--- src/rtl/fp_pkg.sv ---
`default_nettype none
// +-----------------------------------------------------------------------+
// | fp_pkg                                                                |
// | Shared widths, FSM states and field helpers for the fp accumulator.   |
// | Revision: 1.0                                                         |
// +-----------------------------------------------------------------------+
package fp_pkg;

  typedef enum logic [1:0] {
    S_ACC   = 2'd0,
    S_DRAIN = 2'd1,
    S_NORM  = 2'd2,
    S_OUT   = 2'd3
  } state_t;

  function automatic int sig_width(input int fs, input int es);
    return fs - es - 1;
  endfunction

  function automatic int exp_bias(input int es);
    return (1 << (es - 1)) - 1;
  endfunction

  // Signed width of one beat's lane sum: hidden bit + frac + guard + lane growth + sign.
  function automatic int beat_width(input int sig, input int guard, input int lanes);
    return sig + 1 + guard + $clog2(lanes) + 1;
  endfunction

  function automatic int acc_width(input int sig, input int guard, input int lanes,
                                   input int max_beats);
    return sig + 2 + guard + $clog2(lanes) + $clog2(max_beats) + 1;
  endfunction

  function automatic logic [31:0] fp_field(input logic [63:0] f, input int lsb,
                                           input int width);
    return 32'((f >> lsb) & ((64'd1 << width) - 64'd1));
  endfunction

endpackage
`default_nettype wire

--- src/rtl/fp_lane_align_sum.sv ---
`default_nettype none
// +-----------------------------------------------------------------------+
// | fp_lane_align_sum                                                     |
// | Aligns LANES floats to their largest exponent and sums them signed.   |
// | Revision: 1.0                                                         |
// +-----------------------------------------------------------------------+
module fp_lane_align_sum
  import fp_pkg::*;
#(
  parameter int FLOATSIZE    = 16,
  parameter int EXPONENTSIZE = 5,
  parameter int LANES        = 4,
  parameter int GUARD        = 3
) (
  input  logic [LANES-1:0][FLOATSIZE-1:0]                       in_data,
  output logic [EXPONENTSIZE-1:0]                               beat_exp,
  output logic signed [beat_width(sig_width(FLOATSIZE, EXPONENTSIZE), GUARD, LANES)-1:0] beat_mant
);

  localparam int c_sig  = sig_width(FLOATSIZE, EXPONENTSIZE);
  localparam int c_mw   = 1 + c_sig + GUARD;
  localparam int c_bw   = beat_width(c_sig, GUARD, LANES);

  logic [LANES-1:0][EXPONENTSIZE-1:0] w_exp;
  logic [LANES-1:0][c_mw-1:0]         w_sig;
  logic [LANES-1:0]                   w_neg;

  for (genvar g = 0; g < LANES; g++) begin : g_lane
    assign w_exp[g] = EXPONENTSIZE'(fp_field(64'(in_data[g]), c_sig, EXPONENTSIZE));
    assign w_sig[g] = {1'b1, in_data[g][c_sig-1:0], {GUARD{1'b0}}};
    assign w_neg[g] = in_data[g][FLOATSIZE-1];
  end

  // A zero exponent field never wins the max, so zero lanes cannot set beat_exp.
  always_comb begin
    beat_exp = '0;
    for (int i = 0; i < LANES; i++) begin
      if (w_exp[i] > beat_exp) beat_exp = w_exp[i];
    end
  end

  always_comb begin
    beat_mant = '0;
    for (int i = 0; i < LANES; i++) begin
      if (w_exp[i] != '0) begin
        if (w_neg[i])
          beat_mant = beat_mant - ({{(c_bw-c_mw){1'b0}}, w_sig[i]} >> (beat_exp - w_exp[i]));
        else
          beat_mant = beat_mant + ({{(c_bw-c_mw){1'b0}}, w_sig[i]} >> (beat_exp - w_exp[i]));
      end
    end
  end

endmodule
`default_nettype wire

--- src/rtl/fp_accum_stream.sv ---
`default_nettype none
// +-----------------------------------------------------------------------+
// | fp_accum_stream                                                       |
// | Streaming multi-beat float accumulator with RNE normalise/round.      |
// | Revision: 1.0                                                         |
// +-----------------------------------------------------------------------+
module fp_accum_stream
  import fp_pkg::*;
#(
  parameter int FLOATSIZE    = 16,
  parameter int EXPONENTSIZE = 5,
  parameter int LANES        = 4,
  parameter int GUARD        = 3,
  parameter int MAX_BEATS    = 256
) (
  input  logic                                 clk,
  input  logic                                 rst_n,
  input  logic                                 in_valid,
  output logic                                 in_ready,
  input  logic [LANES-1:0][FLOATSIZE-1:0]      in_data,
  input  logic                                 in_last,
  output logic                                 out_valid,
  input  logic                                 out_ready,
  output logic [FLOATSIZE-1:0]                 out_data,
  output logic [$clog2(MAX_BEATS+1)-1:0]       out_count,
  output logic                                 out_overflow
);

  localparam int c_sig    = sig_width(FLOATSIZE, EXPONENTSIZE);
  localparam int c_beat_w = beat_width(c_sig, GUARD, LANES);
  localparam int c_acc_w  = acc_width(c_sig, GUARD, LANES, MAX_BEATS);
  localparam int c_cnt_w  = $clog2(MAX_BEATS + 1);
  localparam int c_lead_w = $clog2(c_acc_w);
  localparam int c_xw     = EXPONENTSIZE + c_lead_w + 2;
  localparam logic [c_lead_w-1:0] c_msb = c_lead_w'(c_acc_w - 1);

  state_t                       r_state, w_next;
  logic                         w_accept;
  logic [EXPONENTSIZE-1:0]      w_lane_exp;
  logic signed [c_beat_w-1:0]   w_lane_mant;

  logic                         r_s1_valid;
  logic [EXPONENTSIZE-1:0]      r_s1_exp;
  logic signed [c_beat_w-1:0]   r_s1_mant;

  logic [EXPONENTSIZE-1:0]      r_acc_exp, w_sum_exp;
  logic signed [c_acc_w-1:0]    r_acc_mant, w_sum_mant, w_beat_ext;
  logic [c_cnt_w-1:0]           r_count;
  logic                         r_cnt_ovf;

  logic                         w_neg, w_round_up, w_exp_ovf;
  logic [c_acc_w-1:0]           w_mag, w_norm;
  logic [c_lead_w-1:0]          w_lead;
  logic [c_sig:0]               w_frac_rnd;
  logic signed [c_xw-1:0]       w_res_exp;
  logic [FLOATSIZE-1:0]         w_res_data;

  logic [FLOATSIZE-1:0]         r_out_data;
  logic [c_cnt_w-1:0]           r_out_count;
  logic                         r_out_ovf;

  fp_lane_align_sum #(
    .FLOATSIZE    (FLOATSIZE),
    .EXPONENTSIZE (EXPONENTSIZE),
    .LANES        (LANES),
    .GUARD        (GUARD)
  ) u_align (
    .in_data   (in_data),
    .beat_exp  (w_lane_exp),
    .beat_mant (w_lane_mant)
  );

  always_ff @(posedge clk or negedge rst_n) begin
    if (!rst_n) r_state <= S_ACC;
    else        r_state <= w_next;
  end

  always_comb begin
    w_next    = r_state;
    in_ready  = 1'b0;
    out_valid = 1'b0;
    case (r_state)
      S_ACC: begin
        in_ready = 1'b1;
        if (in_valid && in_last) w_next = S_DRAIN;
      end
      S_DRAIN: w_next = S_NORM;
      S_NORM:  w_next = S_OUT;
      S_OUT: begin
        out_valid = 1'b1;
        if (out_ready) w_next = S_ACC;
      end
      default: w_next = S_ACC;
    endcase
  end

  assign w_accept   = in_valid && in_ready;
  assign w_beat_ext = {{(c_acc_w-c_beat_w){r_s1_mant[c_beat_w-1]}}, r_s1_mant};

  // A zero operand contributes neither value nor exponent to the alignment.
  always_comb begin
    w_sum_exp  = r_acc_exp;
    w_sum_mant = r_acc_mant;
    if (r_s1_valid && w_beat_ext != '0) begin
      if (r_acc_mant == '0) begin
        w_sum_exp  = r_s1_exp;
        w_sum_mant = w_beat_ext;
      end else if (r_s1_exp > r_acc_exp) begin
        w_sum_exp  = r_s1_exp;
        w_sum_mant = (r_acc_mant >>> (r_s1_exp - r_acc_exp)) + w_beat_ext;
      end else begin
        w_sum_mant = r_acc_mant + (w_beat_ext >>> (r_acc_exp - r_s1_exp));
      end
    end
  end

  // Normalise so the leading one lands in the MSB; bits below the kept
  // fraction become round (first) and sticky (rest).
  always_comb begin
    w_neg  = r_acc_mant[c_acc_w-1];
    w_mag  = w_neg ? -r_acc_mant : r_acc_mant;
    w_lead = '0;
    for (int i = 0; i < c_acc_w; i++) begin
      if (w_mag[i]) w_lead = c_lead_w'(i);
    end
    w_norm     = w_mag << (c_msb - w_lead);
    w_round_up = w_norm[c_acc_w-2-c_sig] &&
                 ((|w_norm[c_acc_w-3-c_sig:0]) || w_norm[c_acc_w-1-c_sig]);
    w_frac_rnd = {1'b0, w_norm[c_acc_w-2 -: c_sig]} + {{c_sig{1'b0}}, w_round_up};
    w_res_exp  = $signed({{(c_xw-EXPONENTSIZE){1'b0}}, r_acc_exp})
               + $signed({{(c_xw-c_lead_w){1'b0}}, w_lead})
               + $signed({{(c_xw-1){1'b0}}, w_frac_rnd[c_sig]})
               - $signed(c_xw'(c_sig + GUARD));
    w_exp_ovf  = 1'b0;
    w_res_data = '0;
    if (w_norm[c_acc_w-1]) begin
      if (w_res_exp > $signed(c_xw'((1 << EXPONENTSIZE) - 1))) begin
        w_exp_ovf  = 1'b1;
        w_res_data = {w_neg, {(FLOATSIZE-1){1'b1}}};
      end else if (w_res_exp >= $signed(c_xw'(1))) begin
        w_res_data = {w_neg, w_res_exp[EXPONENTSIZE-1:0], w_frac_rnd[c_sig-1:0]};
      end
    end
  end

  always_ff @(posedge clk or negedge rst_n) begin
    if (!rst_n) begin
      r_s1_valid  <= 1'b0;
      r_s1_exp    <= '0;
      r_s1_mant   <= '0;
      r_acc_exp   <= '0;
      r_acc_mant  <= '0;
      r_count     <= '0;
      r_cnt_ovf   <= 1'b0;
      r_out_data  <= '0;
      r_out_count <= '0;
      r_out_ovf   <= 1'b0;
    end else begin
      r_s1_valid <= w_accept;
      if (w_accept) begin
        r_s1_exp  <= w_lane_exp;
        r_s1_mant <= w_lane_mant;
      end
      if (out_valid && out_ready) begin
        r_acc_exp  <= '0;
        r_acc_mant <= '0;
        r_count    <= '0;
        r_cnt_ovf  <= 1'b0;
      end else begin
        r_acc_exp  <= w_sum_exp;
        r_acc_mant <= w_sum_mant;
        if (w_accept) begin
          if (r_count == c_cnt_w'(MAX_BEATS)) r_cnt_ovf <= 1'b1;
          else                                r_count   <= r_count + c_cnt_w'(1);
        end
      end
      if (r_state == S_NORM) begin
        r_out_data  <= w_res_data;
        r_out_count <= r_count;
        r_out_ovf   <= w_exp_ovf | r_cnt_ovf;
      end
    end
  end

  assign out_data     = r_out_data;
  assign out_count    = r_out_count;
  assign out_overflow = r_out_ovf;

endmodule
`default_nettype wire

--- config.mk ---
export PLATFORM = sky130hd
export DESIGN_NAME = fp_accum_stream
export DESIGN_NICKNAME = d
export VERILOG_FILES = /design/src/rtl/fp_pkg.sv /design/src/rtl/fp_lane_align_sum.sv /design/src/rtl/fp_accum_stream.sv
export SDC_FILE = /design/constraint.sdc
export NUM_CORES = 1
export LEC_CHECK = 0
export BUFFER_PORTS_ARGS = -buffer_cell sky130_fd_sc_hd__clkbuf_2
export CORE_MARGIN = 5
export CORE_UTILIZATION = 58
export DETAILED_ROUTE_END_ITERATION = 8
export PLACE_DENSITY = 0.82
export SLEW_MARGIN = 20
export SYNTH_ARGS = -nofsm -noshare
export SYNTH_HDL_FRONTEND = slang
export SYNTH_HIERARCHICAL = 1
export SYNTH_SLANG_ARGS = --single-unit
--- constraint.sdc ---
create_clock -name clk -period 20.6 [get_ports clk]
set_clock_uncertainty 0.2 [all_clocks]
set_input_delay 2.06 -clock clk [delete_from_list [all_inputs] [get_ports clk]]
set_output_delay 2.06 -clock clk [all_outputs]
set_load 0.05 [all_outputs]
After elaboration in Yosys (flattened, before gate mapping)
Index checks and enable logic that the tools add are counted.
{"block": "word_totals", "inputBits": 69, "latchBits": 0, "mem_bits_rw": 0, "mem_bits_ro": 0, "memories": 0, "ff_bits": 92}
{"block": "op_classes", "addsub": 22, "reduce_logical": 22, "shifts": 7, "n_div": 0, "multipliers": 0, "n_eq_ne": 7, "magnitude_cmp": 7, "mux": 62, "bitwise": 1}
{"operator": "$mux 5", "count": 32}
{"operator": "$mux 17", "count": 8}
{"operator": "$mux 26", "count": 5}
{"operator": "$shr 14x5->17", "count": 4}
{"operator": "$add 17x17->17", "count": 3}
{"operator": "$sub 17x17->17", "count": 3}
{"operator": "$mux 16", "count": 3}
{"operator": "$sub 5x5->5", "count": 6}
{"operator": "$mux 9", "count": 3}
{"operator": "$add 26x17->26", "count": 1}
{"operator": "$add 26x26->26", "count": 1}
{"operator": "$logic_not 26->1", "count": 1}
{"operator": "$neg 26->26", "count": 1}
{"operator": "$reduce_bool 26->1", "count": 1}
{"operator": "$shl 26x5->26", "count": 1}
{"operator": "$sshr 17x5->26", "count": 1}
{"operator": "$sshr 26x5->26", "count": 1}
{"operator": "$gt 5x5->1", "count": 4}
{"operator": "$reduce_bool 5->1", "count": 4}
{"operator": "$sub 1x17->17 const A", "count": 1}
{"operator": "$reduce_or 14->1", "count": 1}
{"operator": "$add 10x1->11", "count": 1}
{"operator": "$add 9x1->9 const B", "count": 1}
{"operator": "$eq 9x9->1 const B", "count": 1}
{"operator": "other kinds (20)", "count": 40}

Longest topological paths before layout
{"block": "logic_depth", "ltp_word": 39, "depth_mapped": 67}

Hierarchy
The synthesis kept the hierarchy.
{"module": "fp_accum_stream", "cells_each": 1519, "n_inst": 1, "area_per_inst_um2": 12026.5, "seq_area_each_um2": 2302.2}
{"module": "fp_lane_align_sum", "cells_each": 1166, "n_inst": 1, "area_per_inst_um2": 7688.6, "seq_area_each_um2": 0.0}

Least setup slack after synthesis
Ideal clock, no wire load.
{"block": "synth_path", "path_type": "input port to flip-flop", "startpoint": "input in_data[13] (netlist name)", "endpoint": "register r_s1_mant[16]", "required_ns": 20.275, "setup_ns": 0.125, "path_slack_ns": 6.539, "path_stages": 60, "arrival_ns": 13.736, "path_cell_list": "inv_1 > ha_1 > and3_1 > o21ai_1 > a32oi_1 > mux2_2 > ha_1 > nand2b_1 > a21oi_1 > o22a_1 > o21ai_1 > o21ai_0 > ha_1 > a21oi_1 > o21ai_0 > a221o_1 > nand2_1 > nor2_1 > [24 not listed] > a21oi_1 > mux2i_1 > xnor2_1 > inv_1 > ha_1 > or3_1 > a211oi_1 > nor2_1 > xor2_1 > mux2_2 > ha_1 > o21a_1 > o31a_1 > o21ai_0 > a2111oi_0 > a21oi_1 > xnor3_1 > mux2_2"}
{"block": "synth_via", "elab_chain_cells": 22, "elab_cells_between_ends": 32, "cone_classes": "11 x add/sub; 4 x order compare; 4 x shift; 12 x mux; 1 x reduce/logical"}
{"element": "from (decl)", "line": "fp_accum_stream.sv:20", "text": "input logic [LANES-1:0][FLOATSIZE-1:0] in_data,"}
{"element": "$gt 5x1->1", "line": "fp_lane_align_sum.sv:38", "text": "if (w_exp[i] > beat_exp) beat_exp = w_exp[i];"}
{"element": "$mux 5 (*)", "line": "fp_lane_align_sum.sv:38"}
{"element": "$gt 5x5->1", "line": "fp_lane_align_sum.sv:38"}
{"element": "$mux 5 (*)", "line": "fp_lane_align_sum.sv:38"}
{"element": "$gt 5x5->1", "line": "fp_lane_align_sum.sv:38"}
{"element": "$mux 5 (*)", "line": "fp_lane_align_sum.sv:38"}
{"element": "$gt 5x5->1", "line": "fp_lane_align_sum.sv:38"}
{"element": "$mux 5 (*)", "line": "fp_lane_align_sum.sv:38"}
{"element": "named net w_lane_exp[0]", "line": "fp_accum_stream.sv:39", "text": "logic [EXPONENTSIZE-1:0] w_lane_exp;"}
{"element": "[7 not listed]"}
{"element": "$mux 17", "line": "fp_lane_align_sum.sv:45", "text": "if (w_exp[i] != '0) begin"}
{"element": "$add 17x17->17 or $sub 17x17->17 (tied branches)", "line": "fp_lane_align_sum.sv:49, fp_lane_align_sum.sv:47"}
{"element": "$mux 17", "line": "fp_lane_align_sum.sv:46", "text": "if (w_neg[i])"}
{"element": "$mux 17", "line": "fp_lane_align_sum.sv:45"}
{"element": "$add 17x17->17 or $sub 17x17->17 (tied branches)", "line": "fp_lane_align_sum.sv:49, fp_lane_align_sum.sv:47"}
{"element": "$mux 17", "line": "fp_lane_align_sum.sv:46"}
{"element": "$mux 17 (*)", "line": "fp_lane_align_sum.sv:45"}
{"element": "named net w_lane_mant[16]", "line": "fp_accum_stream.sv:40", "text": "logic signed [c_beat_w-1:0] w_lane_mant;"}
{"element": "to (signal assigned)", "line": "fp_accum_stream.sv:162", "text": "r_s1_mant <= w_lane_mant;"}
{"element": "to (decl)", "line": "fp_accum_stream.sv:44", "text": "logic signed [c_beat_w-1:0] r_s1_mant;"}
Mark *: on every way through the listed nets, which the timed path passes. The rest lies on a longest branch.
A chain may end at the register's enable or synchronous reset.

Worst setup path after layout
{"block": "layout_path", "startpoint": "input in_data[14] (netlist name)", "endpoint": "register r_s1_mant[16]"}
Same word-level chain as after synthesis.

==> impl_summary.log <==
[metrics] result of the run: finished, final reports clean
[metrics] Min Hold Slack: between 300 and 400 ps
[metrics] worst r2r src: r_acc_mant[1]
[metrics] share of the core filled with cells in the final layout: 61.5%
[metrics] final setup slack of the worst path: slightly below 5000 ps
[metrics] worst path required time: 20650 ps
[metrics] pin count of the biggest net entering global routing: between 60 and 70
[metrics] Max Slew Vio Count: 0
[metrics] final hold violation count: 0
[metrics] via count of the routed design: slightly above 20000
[metrics] setup repair after global routing missed its margin: no
[metrics] antenna violations before repair: 1
[metrics] top layer used by detailed routing: met5
[metrics] portion of the post-synthesis area used by sequential elements: 11.7%
[metrics] last element of the critical path: r_s1_mant[16]
[metrics] die footprint: 37800 um2
[metrics] remaining antenna violation count: 0
[metrics] Placeable Area: 33500 um2
[metrics] Synth Net Count: about 2900
[metrics] wire length of the first global-routing pass: 98700 um
[metrics] half-perimeter wire length after placement: 47400 um
[metrics] largest incremental delay on the critical path: just over 900 ps
[metrics] Area contributors post-synth: dfrtp_1, ha_1, a21oi_1
[metrics] Congestion Overflow GR: 0
[metrics] Clock Path Buffers: 2
[metrics] Post-Synthesis Cell Area: 19700 um2
[metrics] buffers added on ports: 96
[metrics] commonest cells after routing, fill and taps aside: nand2_1, nor2_1, a21oi_1, o21ai_0, ha_1
[metrics] Place WS: 4750 ps
[metrics] via count of the first global-routing pass: 19300
[metrics] quantity of gates resized following cts: 0
[metrics] main flop type after synthesis: dfrtp_1
[metrics] wire length on met2: 28300 um
[metrics] ratio of routed vias to standard cells: 6.65
[metrics] number of enable-type register cells in the synthesized netlist: 0
[metrics] type of the most critical hold path: register to register
[metrics] # diodes: 0
[metrics] cts hold-fix bufs: 0
[metrics] Critical Path AT: 15750 ps
[metrics] count of final setup violators: 0
[metrics] clk sink count: between 90 and 100
[metrics] initial core utilization: between 50% and 60%
[metrics] wire length per cell after detailed routing: 19.5 um
[metrics] die boundary height: 194 um
[metrics] endpoint of the most critical register-to-register path: out_data[0]
[metrics] aggregate negative setup slack: 0 ps
[metrics] clock tree from TritonCTS: built
[metrics] Worst setup startpoint: in_data[14]
[metrics] DRC violation count after routing: 0
[metrics] async set-or-reset flop fraction in the synthesized netlist: 100%
[metrics] buffers inserted during post-CTS setup optimization: 0
[metrics] number of filler cells placed in the layout: 3054
[metrics] count of mapped cells out of synthesis: approximately 2700
[metrics] share of the clock period used by the worst path: 76.2%
[metrics] GRT Util Overall: a little under a third
[metrics] num rows: 67
[metrics] share of post-route cells with drive strength above 1: 11.6%
[metrics] global placer's final weighted congestion: approximately 1
[metrics] Worst-Skew Late Latency: 370 ps
[metrics] Peak Freq: 0.0637 GHz
[metrics] worst-margin pin slew: roughly 1100 ps
[metrics] Slew HR: between 20% and 30%
[metrics] first-pass iteration count of the detailed router: 7
[metrics] max-cap check violation count: 0
[metrics] die span in x: 194 um
[metrics] Worst setup SP type: input port
[metrics] critical path capture point type: register
[metrics] buffer cell driving the clock tree root: clkbuf_16
[metrics] count of different cell masters after synthesis: 112
[metrics] post-layout min period: 15700 ps
[metrics] YS warnings: 6
[metrics] routed metal-1 wirelength: 25100 um
[metrics] dominant cell type by count on the critical path: ha_1
[metrics] met3 routed WL: 4690 um
[metrics] critical path start-end classification: input port to register
[metrics] Max stage delay cell, worst path: fa_1
[metrics] Post-Route WL: 60600 um
[metrics] most common cell after layout, fill and taps aside: nand2_1
[metrics] Post-Synthesis Mean Instance Area: between 7 and 8 um2
[metrics] synthesis-stage register bit count: 92
[metrics] cell type contributing the most total cell area after synthesis: dfrtp_1
[metrics] worst-case reg-to-reg path depth: 37
[metrics] largest fanout of any net on the critical path: 19
[metrics] H-tree depth: 3
[metrics] # IOs: between 90 and 100
[metrics] Area Growth Syn to Fin: 4.64%
[metrics] Total Nets Final: 2900
[metrics] clk slew on worst S/H paths: about 80 ps
[metrics] share of Yosys cell area claimed by the top area cell type: 11.7%
[metrics] register-to-register setup slack: 9820 ps
[metrics] count of routing violations after the opening detailed-route iteration: 2146
[metrics] Inserted Clock Buffers: 9
-- state kept, by name, indices dropped and copies added, names as in the netlist --
| signal | flops |
|---|---|
| r_acc_mant | 26 |
| r_s1_mant | 17 |
| r_cnt_ovf | 1 |
| r_state | 2 |
| r_count | 9 |
| out_overflow | 1 |
| r_acc_exp | 5 |
| out_count | 9 |
| r_s1_valid | 1 |
| out_data | 16 |
| r_s1_exp | 5 |
-- cell families (layout without fill, tap and decap cells) --
group | after synthesis | after routing | synth area share, %
AO/OA/AOI/OAI | 839 | 839 | 27.5
XOR/XNOR | 163 | 163 | 7.43
adder cells (fa/ha/maj) | 171 | 171 | 11.3
buffers and inverters | 299 | 279 | 6.12
flip-flops | 92 | 92 | 11.7
multiplexers | 208 | 208 | 14.0
AND/OR/NAND/NOR | 913 | 913 | 22.0
-- worst min path at each step --
stage / startpoint / to / depth (start not counted)
after CTS: out_data[10] / out_data[10] / 1
after global placement: out_data[10] / out_data[10] / 1
final: out_data[11] / out_data[11] / 2
after detailed placement: out_data[10] / out_data[10] / 1
after floorplan: r_cnt_ovf / r_cnt_ovf / 2
after global routing: out_data[10] / out_data[10] / 1
-- metal layers --
metal / vias up / track usage (%)
li1: 9768 / -
met1: 9754 / 40.8
met2: 987 / 51.2
met3: 179 / 3.60
met4: 2 / 11.7
met5: - / 0
-- per-stage QoR --
step	std cells	instance area, um2
4_1_cts	3113	20600
3_5_place_dp	3097	20300
3_3_place_gp	3097	20300
6_report	3113	20600
2_1_floorplan	2685	19700
5_1_grt	3113	20600
-- synth_stat cells, drive strengths merged (11+ instances only) --
library cell / count
or4: 13
nand4: 15
nor4: 13
o21a: 20
a21oi: 259
nand2: 300
o41ai: 11
mux2: 65
nor2: 259
xnor2: 90
or3: 22
fa: 12
and2: 25
nand2b: 25
dfrtp: 92
nor2b: 43
o21ai: 203
mux4: 47
a31oi: 31
o22ai: 16
mux2i: 96
nor3: 61
a21boi: 20
or2: 16
a21o: 53
clkbuf: 114
inv: 142
nand3: 60
ha: 159
buf: 39
o211ai: 35
o31ai: 36
xor2: 72
and3: 22
a211oi: 48
-- final cells by class --
class	instances	area, um2	area share, %
Clock buffer	9	225	1.09
Clock inverter	7	88.8	0.431
Inverter	146	548	2.66
Multi-Input combinational cell	2294	16300	78.8
Sequential cell	92	2300	11.2
Tap cell	448	561	2.72
Timing Repair Buffer	117	641	3.11
-- critical path: cells and delay by family --
kind	cells	cell delay, ps
AOI/OAI and AO/OA	28	5790
adders and majority gates	9	3130
and+or+nand+nor	10	1890
muxes	4	1240
buffers and inverters	6	940
xor gates and xnor gates	3	700
Power is not shown: default switching activity piles up to over one toggle a cycle in this logic, so the estimate is an artifact.
